## src/rtl/decode_hazard_stage.sv

```systemverilog
// MIPS ID stage: register file with writeback bypass, load-use stall, branch flush, ID/EX register.
// Optional DH_PERF_CNT_EN adds saturating stall/flush event counters.
module decode_hazard_stage #(
  parameter int unsigned AWIDTH    = 5,
  parameter int unsigned DWIDTH    = 32,
  parameter int unsigned IWIDTH    = 32,
  parameter int unsigned IMM_WIDTH = 16
) (
  input  logic              dh_clk,
  input  logic              dh_rst,
  input  logic              dh_i_ce,
  input  logic [IWIDTH-1:0] dh_i_instr,
  input  logic              dh_i_flush,
  input  logic              dh_i_wb_we,
  input  logic [AWIDTH-1:0] dh_i_wb_addr,
  input  logic [DWIDTH-1:0] dh_i_wb_data,
  input  logic              dh_i_ex_memread,
  input  logic [AWIDTH-1:0] dh_i_ex_rt,
  output logic              dh_o_stall,
  output logic              dh_o_ce,
  output logic [5:0]        dh_o_opcode,
  output logic [5:0]        dh_o_funct,
  output logic [AWIDTH-1:0] dh_o_rs_addr,
  output logic [AWIDTH-1:0] dh_o_rt_addr,
  output logic [AWIDTH-1:0] dh_o_rd_addr,
  output logic [DWIDTH-1:0] dh_o_data_rs,
  output logic [DWIDTH-1:0] dh_o_data_rt,
  output logic [DWIDTH-1:0] dh_o_imm,
  output logic              dh_o_reg_wr,
  output logic              dh_o_alu_src,
  output logic              dh_o_branch,
  output logic              dh_o_memread,
  output logic              dh_o_memwrite,
  output logic              dh_o_memtoreg,
  output logic              dh_o_illegal
`ifdef DH_PERF_CNT_EN
  ,
  output logic [31:0]       dh_o_stall_cnt,
  output logic [31:0]       dh_o_flush_cnt
`endif
);

  localparam logic [5:0] OP_RTYPE = 6'h00;
  localparam logic [5:0] OP_BEQ   = 6'h04;
  localparam logic [5:0] OP_BNE   = 6'h05;
  localparam logic [5:0] OP_ADDI  = 6'h08;
  localparam logic [5:0] OP_SLTI  = 6'h0A;
  localparam logic [5:0] OP_ANDI  = 6'h0C;
  localparam logic [5:0] OP_ORI   = 6'h0D;
  localparam logic [5:0] OP_LW    = 6'h23;
  localparam logic [5:0] OP_SW    = 6'h2B;

  logic [DWIDTH-1:0] rf_q [2**AWIDTH];

  logic [5:0]           opcode;
  logic [AWIDTH-1:0]    rs_addr, rt_addr, rd_field;
  logic [IMM_WIDTH-1:0] imm_field;
  logic [DWIDTH-1:0]    data_rs, data_rt, imm_ext;

  assign opcode    = dh_i_instr[31:26];
  assign rs_addr   = dh_i_instr[21 +: AWIDTH];
  assign rt_addr   = dh_i_instr[16 +: AWIDTH];
  assign rd_field  = dh_i_instr[11 +: AWIDTH];
  assign imm_field = dh_i_instr[IMM_WIDTH-1:0];

  always_ff @(posedge dh_clk or negedge dh_rst) begin
    if (!dh_rst) begin
      for (int i = 0; i < 2**AWIDTH; i++) rf_q[i] <= '0;
    end else if (dh_i_wb_we && dh_i_wb_addr != '0) begin
      rf_q[dh_i_wb_addr] <= dh_i_wb_data;
    end
  end

  // Writeback bypass makes a same-cycle write visible to the decode read.
  assign data_rs = (rs_addr == '0) ? '0 :
                   (dh_i_wb_we && dh_i_wb_addr == rs_addr) ? dh_i_wb_data : rf_q[rs_addr];
  assign data_rt = (rt_addr == '0) ? '0 :
                   (dh_i_wb_we && dh_i_wb_addr == rt_addr) ? dh_i_wb_data : rf_q[rt_addr];

  logic              reg_wr, alu_src, branch, memread, memwrite, memtoreg, illegal;
  logic              rt_used, zero_ext;
  logic [AWIDTH-1:0] dest;

  always_comb begin
    reg_wr   = 1'b0;
    alu_src  = 1'b0;
    branch   = 1'b0;
    memread  = 1'b0;
    memwrite = 1'b0;
    memtoreg = 1'b0;
    illegal  = 1'b0;
    rt_used  = 1'b0;
    zero_ext = 1'b0;
    dest     = '0;
    case (opcode)
      OP_RTYPE: begin reg_wr = 1'b1; dest = rd_field; rt_used = 1'b1; end
      OP_ADDI, OP_SLTI: begin reg_wr = 1'b1; dest = rt_addr; alu_src = 1'b1; end
      OP_ANDI, OP_ORI: begin
        reg_wr = 1'b1; dest = rt_addr; alu_src = 1'b1; zero_ext = 1'b1;
      end
      OP_LW: begin
        reg_wr = 1'b1; dest = rt_addr; alu_src = 1'b1; memread = 1'b1; memtoreg = 1'b1;
      end
      OP_SW: begin memwrite = 1'b1; alu_src = 1'b1; rt_used = 1'b1; end
      OP_BEQ, OP_BNE: begin branch = 1'b1; rt_used = 1'b1; end
      default: illegal = 1'b1;
    endcase
  end

  assign imm_ext = zero_ext ? {{(DWIDTH-IMM_WIDTH){1'b0}}, imm_field}
                            : {{(DWIDTH-IMM_WIDTH){imm_field[IMM_WIDTH-1]}}, imm_field};

  logic hz, bubble;
  assign hz = dh_i_ce & dh_i_ex_memread & (dh_i_ex_rt != '0) &
              ((dh_i_ex_rt == rs_addr) | ((dh_i_ex_rt == rt_addr) & rt_used));
  assign dh_o_stall = hz & ~dh_i_flush;
  assign bubble     = dh_i_flush | hz | ~dh_i_ce;

  always_ff @(posedge dh_clk or negedge dh_rst) begin
    if (!dh_rst) begin
      dh_o_ce       <= 1'b0;
      dh_o_opcode   <= '0;
      dh_o_funct    <= '0;
      dh_o_rs_addr  <= '0;
      dh_o_rt_addr  <= '0;
      dh_o_rd_addr  <= '0;
      dh_o_data_rs  <= '0;
      dh_o_data_rt  <= '0;
      dh_o_imm      <= '0;
      dh_o_reg_wr   <= 1'b0;
      dh_o_alu_src  <= 1'b0;
      dh_o_branch   <= 1'b0;
      dh_o_memread  <= 1'b0;
      dh_o_memwrite <= 1'b0;
      dh_o_memtoreg <= 1'b0;
      dh_o_illegal  <= 1'b0;
    end else begin
      dh_o_ce       <= ~bubble;
      dh_o_opcode   <= bubble ? '0 : opcode;
      dh_o_funct    <= bubble ? '0 : dh_i_instr[5:0];
      dh_o_rs_addr  <= bubble ? '0 : rs_addr;
      dh_o_rt_addr  <= bubble ? '0 : rt_addr;
      dh_o_rd_addr  <= bubble ? '0 : dest;
      dh_o_data_rs  <= bubble ? '0 : data_rs;
      dh_o_data_rt  <= bubble ? '0 : data_rt;
      dh_o_imm      <= bubble ? '0 : imm_ext;
      dh_o_reg_wr   <= ~bubble & reg_wr;
      dh_o_alu_src  <= ~bubble & alu_src;
      dh_o_branch   <= ~bubble & branch;
      dh_o_memread  <= ~bubble & memread;
      dh_o_memwrite <= ~bubble & memwrite;
      dh_o_memtoreg <= ~bubble & memtoreg;
      dh_o_illegal  <= ~bubble & illegal;
    end
  end

`ifdef DH_PERF_CNT_EN
  always_ff @(posedge dh_clk or negedge dh_rst) begin
    if (!dh_rst) begin
      dh_o_stall_cnt <= '0;
      dh_o_flush_cnt <= '0;
    end else begin
      if (dh_o_stall && dh_o_stall_cnt != 32'hFFFF_FFFF) dh_o_stall_cnt <= dh_o_stall_cnt + 32'd1;
      if (dh_i_flush && dh_i_ce && dh_o_flush_cnt != 32'hFFFF_FFFF) begin
        dh_o_flush_cnt <= dh_o_flush_cnt + 32'd1;
      end
    end
  end
`endif

endmodule

```

## config.mk

```make
export PLATFORM = sky130hd
export DESIGN_NAME = decode_hazard_stage
export DESIGN_NICKNAME = d
export VERILOG_FILES = /design/src/rtl/decode_hazard_stage.sv
export SDC_FILE = /design/constraint.sdc
export NUM_CORES = 2
export LEC_CHECK = 0
export BUFFER_PORTS_ARGS = -buffer_cell sky130_fd_sc_hd__buf_2
export CAP_MARGIN = 20
export CORE_ASPECT_RATIO = 0.5
export CORE_MARGIN = 2
export CORE_UTILIZATION = 35
export CTS_CLUSTER_SIZE = 12
export DETAILED_ROUTE_END_ITERATION = 8
export GPL_TIMING_DRIVEN = 0
export SLEW_MARGIN = 20
export SYNTH_ARGS = -nofsm -noshare
export SYNTH_HDL_FRONTEND = slang
export SYNTH_SLANG_ARGS = --single-unit
```

## constraint.sdc

```tcl
create_clock -name dh_clk -period 1.8 [get_ports dh_clk]
set_input_delay 0.18 -clock dh_clk [delete_from_list [all_inputs] [get_ports dh_clk]]
set_output_delay 0.18 -clock dh_clk [all_outputs]
set_load 0.03 [all_outputs]
```

==> flow_results.org <==
** Final layout
- In the final layout, the share of cells above drive strength 1 is 54.3%.
- Relative to the synthesized area, the layout overhead comes to 19.0%.
- Final Net Count :: 4,567
- The finished cells cover 0.0699 mm2.
- Leaving out filler cells and counting taps, the final layout contains 6,774.
- Fillers :: 15,000
- Cells fill 41.9% of the core in the end.

** Timing
- Highest clock frequency the design can meet :: 501 MHz
- Worst-case hold slack :: -662 ps
- Period utilisation layout :: 111%
- Setup repair after global routing could not meet its margin everywhere.
- Max transition margin :: 20.7%
- At the pin with the least slew margin, the transition time is 1190 ps.
- The count of final hold-check violations came to 425.
- Worst clock skew on the final layout :: 41.2 ps
- Setup violations remaining at the end of the flow were counted as 114.
- The final-report max-slew violation count was 0.
- Once routing completed, OpenROAD measured the worst setup slack at -195 ps.
- The smallest clock period supported by the final layout is computed as 1990 ps.

** Pwr
- Worst supply voltage drop on vdd :: 0.000871 V
- Leakage :: 29.8 nW
- In this run the power density over the cells is 1040 mW/mm2.
- Total power consumption of the routed design :: 73.0 mW

** Place
- Buffers placed on the I/O ports in this run total 199.
- Summed over all nets, the half-perimeter wirelength after detailed placement is 151,000 um.
- Placed cell count :: 6,508
- At the end of routability-driven placement, the weighted congestion stood at 0.928.
- In this run the cell area measured after placement is 0.0632 mm2.
- OpenSTA, run right after detailed placement, puts the worst setup slack at -2260 ps.

** Logic synthesis
- Simple logic cell fraction of the synthesized area :: 3.83%
- Number of storage elements in the synthesis netlist :: 1,133
- Complex-gate fraction of the synthesized area :: 3.82%
- Largest family of logic cells by synthesized area :: multiplexers
- Synth top area cells :: dfrtp_1, mux4_2, mux2_2, nand2_1, clkbuf_1
- Top_reg_cell synth :: dfrtp_1
- Arithmetic-cell share of the synthesized area counting full adders, half adders and majority gates :: 0%
- For this run, the number of Yosys warnings is 0.
- Number of distinct library cells after synthesis :: 48
- Number of synthesized flops with an enable pin :: 0
- Fraction of synthesis flops using an asynchronous set or reset pin :: 100%
- After synthesis, the mean cell area works out to 14.4 um2.
- When the netlist entered floorplanning its net count stood at 4,165.
- Summing the areas of all xor and xnor instances in the mapped netlist gives 0.298% of the synthesized area.
- Top post-synthesis cells by count :: dfrtp_1, mux2_2, mux4_2
- Summing the sequential cell areas from Yosys gives 48.2% of the chip area.
- Most area-hungry cell type in the Yosys netlist :: dfrtp_1
- Multiplexer cells account for 39.7% of the synthesized area.
- Cells after synthesis :: 4,085
- Post-synth top area share :: 48.2%
- In this run the cell area of the synthesized design comes to 0.0588 mm2.
- By instance count, the leading cell after synthesis is dfrtp_1.

** Global route
- Wire length of the first global-routing pass :: 306,000 um
- Entering global routing, the biggest net connects 143 pins.
- The via count of the first global-routing pass is 42,800.
- Initial antenna violation count :: 4
- Overall global routing resource usage :: 24.9%
- The total overflow left after global routing is 0.

** Die
- Site row count :: 106
- Die width :: 584 um
- Pin placement for this block handled 212 I/O pins.
- Initial cell density of the core :: 35.2%
- Area of the die :: 0.171 mm2
- After floorplanning, the core was sized to cover 0.167 mm2.
- Die H :: 294 um

** Critical path
- R2R setup slack :: -190 ps
- Data required, critical path :: 2420 ps
- Critical path startpoint category :: flop
- Reg-to-reg startpoint :: rf_q[20]$_DFFE_PN0P_
- Data arrival time of the critical path :: 2620 ps
- In this run the worst path has a maximum fanout of 3.
- The critical path is of the flop to flop type.
- Depth of the most critical reg-to-reg path :: 5
- STA classifies the critical path endpoint as a flop.
- Worst reg2reg endpoint :: dh_o_data_rs[20]$_DFF_PN0_

** Clock tree
- Worst-path clk slew :: 60 ps
- Clock latency on the worst-skew pair, taken at its later pin, is 770 ps.
- TritonCTS Sinks :: 1,133
- Root buffer selected by CTS :: clkbuf_16
- TritonCTS built the clock tree.
- In this run the deepest clock path goes through 3 buffers.
- Buffers inserted during clock tree synthesis total 112.
- The H-tree was split into 3 levels.

** Status
- The final reports fail on hold timing, setup timing.
- The run finished, with violations left.

** Drt
- Detail-routed net length per standard cell :: 31.7 um
- For this block, the initial DRC count from the detailed router was 4,255.
- Initial DRT Pass Iterations :: 8
- Once detail routing completed, the nets flagged for antenna violations numbered 0.
- Total vias in the final route :: 41,200
- After detailed routing, the number of vias per cell comes to 6.09.
- Drc violations :: 0
- Final wirelength :: 215,000 um

** Job
- Max-cap violation count :: 0

** Min path
- Path class of the lowest-slack min-delay path :: input port to asynchronous set/reset pin
-- layout make-up --
type	count	area [um2]	area share (%)
tap	2214	2770	3.96
clock buffer	171	3310	4.73
sequential	1133	28400	40.5
antenna	4	10.0	0.0143
timing repair buffer	289	2190	3.13
inverter	33	136	0.195
clock inverter	12	133	0.190
buffer	474	3040	4.34
multi-input combinational	2444	30000	42.9
-- worst max path at each step --
stage / from / to / slack (ps)
floorplan: dh_i_instr[22] / dh_o_data_rs[11]$_DFF_PN0_ / -130
global placement: dh_rst / rf_q[218]$_DFFE_PN0P_ / -23550
detailed placement: dh_i_instr[23] / dh_o_data_rs[22]$_DFF_PN0_ / -2260
CTS: rf_q[20]$_DFFE_PN0P_ / dh_o_data_rt[20]$_DFF_PN0_ / -200
global route: rf_q[660]$_DFFE_PN0P_ / dh_o_data_rs[20]$_DFF_PN0_ / -200
finish: rf_q[20]$_DFFE_PN0P_ / dh_o_data_rs[20]$_DFF_PN0_ / -190
-- per-layer routing --
metal,track usage [%],vias up,share of wire (%)
met5,0,-,0.0061
li1,-,16200,-
met1,32.1,22200,39
met3,7.20,576,9.7
met4,12.8,2,5.6
met2,38.2,2226,45
-- metrics by stage --
stage	setup TNS, ps	hold slack, ps
6_report	-5410	-662
5_1_grt	-4380	-603
4_1_cts	-4160	-621
3_5_place_dp	-1005470	184
3_3_place_gp	-	401
2_1_floorplan	-3700	-116
-- sequential cells by signal (all words and copies together), names as in the netlist, 5 cells and up --
register,count
dh_o_opcode,6
rf_q,1024
dh_o_imm,17
dh_o_rt_addr,5
dh_o_data_rt,32
dh_o_rd_addr,5
dh_o_rs_addr,5
dh_o_data_rs,32
-- worst max-delay path, cell delays in order (launching register included) --
cell	delay (ps)
dfrtp_1	400
mux4_2	480
a22oi_2	200
o21ai_2	100
a2111oi_4	590
nor4_4	80
-- logic make-up (layout without fill, tap and decap cells) --
group | after synthesis | count (layout)
buf+inv | 508 | 979
xor+xnor | 20 | 20
compound gates | 338 | 338
mux | 1569 | 1569
flops | 1133 | 1133
simple gates | 517 | 517
other cells | 0 | 4
-- where the power goes --
part / internal (mW) / leakage (nW) / switching (mW)
logic: 9.24 / 13.5 / 7.37
clock network: 12.7 / 1.69 / 10.5
registers: 30.0 / 14.6 / 3.22
-- placed cells by master (no fill, tap or decap), drive strengths merged, types with 62 or more instances in the layout --
cell,instances
a21oi,127
mux4,510
a2111oi,62
buf,434
mux2i,67
dfrtp,1133
nand2,278
nor4,68
a22oi,69
mux2,992
o21ai,65
nor2,121
dlygate4sd3,67
clkbuf,421
-- timing repair --
action,in CTS,in global routing
gates resized for setup,483,129
setup endpoints to repair,383,298
endpoints found under the hold margin,457,97
buffers inserted,5,5
pin swaps,105,46
hold buffers,70,1
gates cloned,1,0
Power figures use the tool's default switching activity.
